<file path="src/rtl/key_entry_decoder.sv">
// Operator input front end for the egg timer: debounces KEY, turns presses into events,
// and walks the seconds/minutes set-up sequence that feeds the countdown core.
module key_entry_decoder #(
   parameter int unsigned DEBOUNCE_CYCLES = 4,
   parameter int unsigned CNT_W           = 8
) (
   input  logic       CLK,
   input  logic       RESET,
   input  logic [1:0] KEY,
   input  logic [7:0] SW,
   output logic [3:0] SEC_TENS,
   output logic [3:0] SEC_ONES,
   output logic [3:0] MIN_TENS,
   output logic [3:0] MIN_ONES,
   output logic [1:0] SET_STATE,
   output logic       LOAD,
   output logic       START,
   output logic       CLAMPED
);

   localparam logic [CNT_W-1:0] DebLimit = CNT_W'(DEBOUNCE_CYCLES);

   typedef enum logic [1:0] {
      StSetSec = 2'b00,
      StSetMin = 2'b01,
      StArmed  = 2'b10
   } state_e;

   state_e           state_q;
   logic [1:0]       sync1_q, sync2_q;
   logic [1:0]       deb_q;
   logic [1:0]       press_q;
   logic [CNT_W-1:0] cnt_q [2];

   logic [3:0] sec_tens_c, ones_c, min_tens_c;
   logic       sec_tens_clip, ones_clip, min_tens_clip;

   // Synchroniser, debounce counters and press-event generation for both keys.
   always_ff @(posedge CLK) begin
      if (RESET) begin
         sync1_q <= 2'b11;
         sync2_q <= 2'b11;
         deb_q   <= 2'b11;
         press_q <= 2'b00;
         for (int i = 0; i < 2; i++) begin
            cnt_q[i] <= '0;
         end
      end else begin
         sync1_q <= KEY;
         sync2_q <= sync1_q;
         for (int i = 0; i < 2; i++) begin
            press_q[i] <= 1'b0;
            if (sync2_q[i] == deb_q[i]) begin
               cnt_q[i] <= '0;
            end else if (cnt_q[i] + 1'b1 == DebLimit) begin
               deb_q[i]   <= sync2_q[i];
               cnt_q[i]   <= '0;
               // A flip only happens when levels differ, so old level 1 means a 1->0 press.
               press_q[i] <= deb_q[i];
            end else begin
               cnt_q[i] <= cnt_q[i] + 1'b1;
            end
         end
      end
   end

   always_comb begin
      sec_tens_c    = SW[7:4];
      sec_tens_clip = 1'b0;
      if (SW[7:4] > 4'd5) begin
         sec_tens_c    = 4'd5;
         sec_tens_clip = 1'b1;
      end
      min_tens_c    = SW[7:4];
      min_tens_clip = 1'b0;
      if (SW[7:4] > 4'd9) begin
         min_tens_c    = 4'd9;
         min_tens_clip = 1'b1;
      end
      ones_c    = SW[3:0];
      ones_clip = 1'b0;
      if (SW[3:0] > 4'd9) begin
         ones_c    = 4'd9;
         ones_clip = 1'b1;
      end
   end

   always_ff @(posedge CLK) begin
      if (RESET) begin
         state_q  <= StSetSec;
         SEC_TENS <= 4'd0;
         SEC_ONES <= 4'd0;
         MIN_TENS <= 4'd0;
         MIN_ONES <= 4'd0;
         LOAD     <= 1'b0;
         START    <= 1'b0;
         CLAMPED  <= 1'b0;
      end else begin
         LOAD  <= 1'b0;
         START <= 1'b0;
         unique case (state_q)
            StSetSec: begin
               if (press_q[0]) begin
                  SEC_TENS <= sec_tens_c;
                  SEC_ONES <= ones_c;
                  CLAMPED  <= CLAMPED | sec_tens_clip | ones_clip;
                  state_q  <= StSetMin;
               end
            end
            StSetMin: begin
               if (press_q[0]) begin
                  MIN_TENS <= min_tens_c;
                  MIN_ONES <= ones_c;
                  CLAMPED  <= CLAMPED | min_tens_clip | ones_clip;
                  LOAD     <= 1'b1;
                  state_q  <= StArmed;
               end
            end
            StArmed: begin
               // SET wins over a coincident START/STOP press.
               if (press_q[0]) begin
                  CLAMPED <= 1'b0;
                  state_q <= StSetSec;
               end else if (press_q[1]) begin
                  START <= 1'b1;
               end
            end
            default: state_q <= StSetSec;
         endcase
      end
   end

   assign SET_STATE = state_q;

endmodule

</file>
<file path="config.mk">
export PLATFORM = sky130hd
export DESIGN_NAME = key_entry_decoder
export DESIGN_NICKNAME = d
export VERILOG_FILES = /design/src/rtl/key_entry_decoder.sv
export SDC_FILE = /design/constraint.sdc
export NUM_CORES = 1
export LEC_CHECK = 0
export CAP_MARGIN = 30
export CORE_MARGIN = 1
export CORE_UTILIZATION = 47
export CTS_CLUSTER_DIAMETER = 30
export DETAILED_ROUTE_END_ITERATION = 8
export GPL_TIMING_DRIVEN = 0
export PLACE_DENSITY = 0.84
export SLEW_MARGIN = 20
export SYNTH_ARGS = -nofsm -noshare
export SYNTH_HDL_FRONTEND = slang
export SYNTH_SLANG_ARGS = --single-unit
</file>
<file path="constraint.sdc">
create_clock -name CLK -period 1.9 [get_ports CLK]
set_clock_uncertainty 0.1 [all_clocks]
set_input_delay 0.19 -clock CLK [delete_from_list [all_inputs] [get_ports CLK]]
set_output_delay 0.19 -clock CLK [all_outputs]
set_load 0.05 [all_outputs]
</file>
==> reports/summary.txt, run 1 <==
RR Startpoint: cnt_q[0][1]$_SDFFCE_PN0P_
Area Overhead vs Synth: 32.10%
Core area: 4058 sq um
Slew margin rel.: 61.19%
Detail Placement HPWL: 2728 microns
Setup ws final: 0.04676 ns
Worst min-delay path class: flip-flop to flip-flop
H-tree levels: 2
# hold bufs at CTS: 0
Layout cells sized above 1: 15.67%
CTS Sinks: 45
Synth top area cells: dfxtp_1 (29%), edfxtp_1 (24%), nor2_1 (4.5%)
Post-DR vias/cell: 5.003
Antenna violations before repair: 0
Mapped Area: 2023 sq um
Actual slew at the worst max-slew pin: 0.5790 ns
PortBufs: 32
Largest net degree at the start of global routing: 15
Kind of critical path: flip-flop to flip-flop
Synth Register Bits: 45
Hold Crit Start: sync1_q[0]$_SDFF_PP1_
CTS Buf Count: 5
CTS root buf: clkbuf_8
GRT Residual Overflow: 0
Unrepaired setup endpoints after global routing: yes
Min cycle time layout: 1.853 ns
WL final: 3999 microns
Seq/Total Area, Yosys: 52.44%
Violation count after the first detailed-route iteration: 130
Critical Path Source Type: flip-flop
Synthesized netlist cell count: 201
GP Congestion: 0.7903
Post-detailed-route wirelength per cell: 12.58 microns
Achievable Freq: 539.6 MHz
P per Cell Area: 662.4 nW/um^2
Yosys Warn Count: 0
Clock Latency Late Sink: 0.30 ns
Flop-to-flop setup slack: 0.05 ns
Die width: 67.61 microns
DRT antenna net count: 0
CTS tree: done
Vias in the first global route: 1364
Number of iterations in the first detailed-routing pass: 4
Max-slew violations: 0
Register area: 1061 sq um
First-pass GRT wire length: 6141 microns
Fraction of registers with async set or reset after synthesis: 0%
Cell taking the most area after synthesis: dfxtp_1
Clk slew on worst S/H paths: 0.08 ns
CP Data Arrival Time: 1.80 ns
Top cell type's share of synthesized area: 28.70%
DRC: 0
Die H: 67.61 microns
Critical path capture point type: flip-flop
Max VDD drop: 0.6845 mV
IO Count: 33
# diodes: 0
Row count: 23
Crit path launch: cnt_q[0][1]$_SDFFCE_PN0P_
Clock buffer depth: 2
Multi-input gate area: 980.9 sq um
Synth unique cells: 44
CP required: 1.85 ns
Vias: 1591
Post-synth EDFFs: 16
Final Hold Viols: 0
Total power: 1.770 mW
Fillers: 330
Fin crit share: 97.54%
Crit Path Max Fanout: 5
Pre-CTS setup slack: -0.09359 ns
Tot GR Track Use: 18.66%
Status: finished clean
Mean Syn Cell Area: 10.07 sq um
DIE AREA: 4571 sq um
Leak: 1.004 nW
Final setup viols: 0
Ys flop type: dfxtp_1
Layout Nets: 283
MaxCap Viol Count: 0
Initial core utilization: 49.86%
power breakdown:
| group | switching (mW) | total, mW | internal [mW] |
|---|---|---|---|
| sequential | 0.0192 | 1.03 | 1.01 |
| combinational | 0.0572 | 0.118 | 0.0606 |
| clock | 0.323 | 0.618 | 0.295 |
| total | 0.400 | 1.77 | 1.37 |
critical path, stage by stage (launching register included):
cell and delay (ns):
edfxtp_1 0.47, ha_2 0.24, and2b_1 0.21, a21oi_1 0.09, o21ai_2 0.16, o2111ai_4 0.16
nor3b_2 0.18
layer usage:
| layer | global-route usage [%] | routed length [microns] |
|---|---|---|
| met5 | 0 | 0 |
| met4 | 8.777 | 78 |
| met3 | 5.068 | 161 |
| met2 | 28.09 | 1990 |
| met1 | 24.58 | 1769 |
cell type report:
type                    count  area share, %
flip-flops and latches     45          39.70
multi-input cells         159          36.70
repair buffers             44          15.36
clock buffers               6          3.090
well taps                  50          2.341
plain buffers               7          1.592
inverters                   5         0.7022
clock inverters             2         0.5150
cells in the final DEF (no fill, tap or decap), types with 3 or more instances in the layout:
cell and instances:
a21oi_1 15, inv_1 4, clkbuf_8 6, nand2b_1 4
o21ai_0 4, xor2_1 9, buf_4 12, nor2_1 24
nand2_1 21, edfxtp_1 16, nand3_1 7, conb_1 16
clkbuf_1 4, or2_2 5, dfxtp_1 29, ha_1 3
nor3_1 4, clkdlybuf4s50_1 32, xnor2_1 4, nor2b_1 4
a211oi_1 3
flip-flops by register name, indices dropped and copies added (netlist names):
signal,flops
press_q,2
sync2_q,2
MIN_ONES,4
MIN_TENS,4
SET_STATE,2
sync1_q,2
START,1
cnt_q,16
SEC_TENS,4
LOAD,1
deb_q,2
SEC_ONES,4
CLAMPED,1
metrics by stage:
step | TNS [ns] | instances | util, % | area (sq um) | hold slack (ns)
2_1_floorplan | 0 | 216 | - | 2079 | 0.1938
3_3_place_gp | -0.2020 | 298 | 60.68 | 2462 | 0.2920
3_5_place_dp | -0.4483 | 298 | 60.68 | 2462 | 0.2940
4_1_cts | -0.005811 | 314 | 64.60 | 2621 | 0.3137
5_1_grt | -0.1033 | 318 | 65.86 | 2673 | 0.3339
6_report | 0 | 318 | 65.86 | 2673 | 0.3151
timing repair:
item                                   CTS  global route
resized for setup                        1             4
pin swaps                                2             4
setup endpoints to repair                8             9
endpoints found under the hold margin    0             0
setup buffers                            8             4
worst paths after layout:
| check | to | cells past startpoint |
|---|---|---|
| max | cnt_q[0][0]$_SDFFCE_PN0P_ | 6 |
| min | sync2_q[0]$_SDFF_PP1_ | 1 |
| max reg2reg | cnt_q[0][0]$_SDFFCE_PN0P_ | 6 |
| min reg2reg | sync2_q[0]$_SDFF_PP1_ | 1 |
cell usage after synthesis (2+ instances only):
cell type and count:
nand2b_1 4, and3_1 3, edfxtp_1 16, nor2_1 24, ha_1 4, a311oi_1 2, xor2_1 10, nor2b_1 4
o21ai_0 5, buf_6 2, o211ai_1 2, nand2_1 21, a211oi_1 3, nor3_1 4, xnor2_1 4, and2b_1 2
nand3b_1 2, inv_1 4, nor4b_2 2, clkbuf_1 4, nand3_1 7, or2_2 5, or3_1 2, a21oi_1 15
nor3b_1 3, dfxtp_1 29
cells by family (layout without fill, tap and decap cells):
logic type	count (synthesis)	count (layout)	share of synthesized area [%]
buffers and inverters	12	64	3.029
adders and majority gates	4	4	2.474
and+or+nand+nor	93	93	25.05
AOI/OAI and AO/OA	31	31	10.27
xor gates and xnor gates	14	14	6.060
other	1	16	0.1854
muxes	1	1	0.4948
DFF	45	45	52.44
(Power assumes the default switching activity.)
==> run 2, diff against run 1 <==
Settings changed: TNS_END_PERCENT from default to 5.
==> run 2 against run 1 <==
Sequential share of layout area grew 0.38 points. Non-clock buffer count decreased by 2. Final cell count shrank 0.63%. Critical endpoint is now cnt_q[0][1]$_SDFFCE_PN0P_. Critical path type unchanged. Wire length is 1.7% lower. Critical path depth did not move. Global-route usage about the same. First-iteration DRC count unchanged. Utilization is 0.62 points lower. Design area is 0.94% lower. Via count fell by 1.1%. Total power down 0.19%. Register-to-register slack got worse by 0.02 ns.
==> reports/summary.txt, run 2 (same netlist as run 1, synthesis figures left out) <==
Die width: 67.61 microns (unchanged)
RR Endpoint: cnt_q[0][1]$_SDFFCE_PN0P_
# diodes: 0 (unchanged)
CTS root buf: clkbuf_8
Largest net degree at the start of global routing: 15 (unchanged)
Setup ws final: 0.03134 ns (-0.01542 ns)
Core area: 4058 sq um (unchanged)
P per Cell Area: 667.4 nW/um^2 (+0.76%)
Status: finished clean
Min cycle time layout: 1.869 ns (+0.01542 ns)
CTS tree: done
PortBufs: 32 (unchanged)
Layout cells sized above 1: 14.29% (-1.4 points)
Unrepaired setup endpoints after global routing: yes
Internal cell power: 1.368 mW (-0.15%)
Switching share of total power: 22.56% (-0.030 points)
CTS Sinks: 45 (unchanged)
DIE AREA: 4571 sq um (unchanged)
Detail Placement HPWL: 2728 microns (unchanged)
Final setup viols: 0 (unchanged)
Initial core utilization: 49.86% (unchanged)
Kind of critical path: flip-flop to flip-flop
Max-slew violations: 0 (unchanged)
Clock Latency Late Sink: 0.30 ns (about the same)
Critical path capture point type: flip-flop
Max reg flops: 16 (unchanged)
Critical Path Source Type: flip-flop
Achievable Freq: 535.1 MHz (-0.83%)
Worst Hold Depth: 1 (unchanged)
Hold Crit Start: sync1_q[0]$_SDFF_PP1_
Final TNS setup: 0 ns (unchanged)
Leak: 0.9878 nW (-1.6%)
Comb pwr share: 6.5% (-0.2 points)
Max VDD drop: 0.6855 mV (+0.13%)
GP Congestion: 0.7903 (unchanged)
Number of iterations in the first detailed-routing pass: 4 (unchanged)
DRC: 0 (unchanged)
Die H: 67.61 microns (unchanged)
Tot GR Track Use: 18.63% (-0.036 points)
Flop-to-flop setup slack: 0.03 ns (-0.02 ns)
Vias in the first global route: 1359 (-0.37%)
Hold worst-path end: sync2_q[0]$_SDFF_PP1_
IO Count: 33 (unchanged)
Most frequent cells in the layout: clkdlybuf4s50_1 (32), dfxtp_1 (29), nor2_1 (24)
WL final: 3931 microns (-1.7%)
First-pass GRT wire length: 6127 microns (-0.23%)
DRT antenna net count: 0 (unchanged)
Placed instance area: 2462 sq um (unchanged)
H-tree levels: 2 (unchanged)
Crit Path Max Fanout: 5 (unchanged)
Pre-CTS setup slack: -0.09359 ns (unchanged)
Layout Nets: 281 (-0.71%)
Slew margin rel.: 60.13% (-1.1 points)
Sequential Power Share: 58.5% (about the same)
CTS Buf Count: 5 (unchanged)
Fillers: 332 (+0.61%)
Fin crit share: 98.35% (+0.81 points)
Total power: 1.767 mW (-0.19%)
CP Data Arrival Time: 1.82 ns (+0.02 ns)
Final Hold Viols: 0 (unchanged)
Area Overhead vs Synth: 30.86%
Clock power share: 35.0% (about the same)
Vias: 1574 (-1.1%)
Depth of the worst register-to-register path: 6 (unchanged)
Most common cell after layout, fill and taps aside: clkdlybuf4s50_1
Actual slew at the worst max-slew pin: 0.5949 ns (+0.01589 ns)
Violation count after the first detailed-route iteration: 130 (unchanged)
Post-detailed-route wirelength per cell: 12.44 microns (-1.1%)
Worst min-delay path class: flip-flop to flip-flop
Psw: 0.3986 mW (-0.32%)
CP required: 1.85 ns (about the same)
RR Startpoint: cnt_q[0][1]$_SDFFCE_PN0P_
Clock buffer depth: 2 (unchanged)
Antenna violations before repair: 0 (unchanged)
Row count: 23 (unchanged)
Post-DR vias/cell: 4.981 (-0.44%)
Register with the most flip-flops: cnt_q
Final instance area: 2648 sq um (-0.94%)
Clk slew on worst S/H paths: 0.08 ns (about the same)
Final hold slack: 0.3152 ns (+0.00009700 ns)
MaxCap Viol Count: 0 (unchanged)
GRT Residual Overflow: 0 (unchanged)
==> run 2: routing by layer <==
layer	vias up	track usage [%]	wire (microns)
met2	37	28.09	1913
met1	725	24.47	1734
met5	-	0	0
li1	806	-	-
met3	6	5.068	203
met4	0	8.777	78
==> run 2: layout make-up <==
cell class              instances  area (sq um)  share of cell area [%]
multi-input cells             159         970.9                   36.67
flip-flops and latches         45          1061                   40.08
well taps                      50         62.56                   2.363
repair buffers                 42         395.4                   14.93
clock buffers                   6         82.58                   3.119
plain buffers                   7         42.54                   1.607
inverters                       5         18.77                  0.7089
clock inverters                 2         13.76                  0.5198
==> run 2: critical path, stage by stage, from the launching register on <==
cell	delay [ns]
edfxtp_1	0.46
ha_2	0.22
and2b_1	0.21
a21oi_1	0.09
o21ai_2	0.17
o2111ai_4	0.17
and3_1	0.21
==> run 2: per-stage QoR <==
stage / instances / util [%]
3_3_place_gp: 298 / 60.68
5_1_grt: 316 / 65.25
4_1_cts: 313 / 64.42
2_1_floorplan: 216 / -
3_5_place_dp: 298 / 60.68
6_report: 316 / 65.25
==> run 2: power groups by stage <==
| stage | combinational [mW] | sequential (mW) | clock, mW |
|---|---|---|---|
| 6_report | 0.115 | 1.03 | 0.618 |
| 3_5_place_dp | 0.0953 | 1.06 | 0 |
| 5_1_grt | 0.128 | 1.04 | 0.680 |
| 2_1_floorplan | 0.0568 | 1.05 | 0 |
| 4_1_cts | 0.109 | 1.03 | 0.634 |
| 3_3_place_gp | 0.0942 | 1.06 | 0 |
==> run 2: repair_timing <==
action,in CTS,in global routing
pin swaps,1,3
buffers inserted,7,3
hold buffers,0,0
endpoints found under the setup margin,8,8
resized for setup,1,2
==> run 2: worst max-delay path by stage <==
stage / depth (start not counted) / endpoint / start
floorplan: 6 / cnt_q[0][1]$_SDFFCE_PN0P_ / cnt_q[0][0]$_SDFFCE_PN0P_
global placement: 6 / cnt_q[0][1]$_SDFFCE_PN0P_ / cnt_q[0][0]$_SDFFCE_PN0P_
detailed placement: 6 / cnt_q[0][1]$_SDFFCE_PN0P_ / cnt_q[0][0]$_SDFFCE_PN0P_
CTS: 6 / cnt_q[0][1]$_SDFFCE_PN0P_ / cnt_q[0][1]$_SDFFCE_PN0P_
global route: 6 / cnt_q[0][1]$_SDFFCE_PN0P_ / cnt_q[0][1]$_SDFFCE_PN0P_
finish: 6 / cnt_q[0][1]$_SDFFCE_PN0P_ / cnt_q[0][1]$_SDFFCE_PN0P_
==> run 3, diff against run 2 <==
Settings changed: CTS_CLUSTER_DIAMETER 30 to 200.
==> results of run 3 <==
Same layout as run 2: the final DEF is identical, and so are final timing and power.
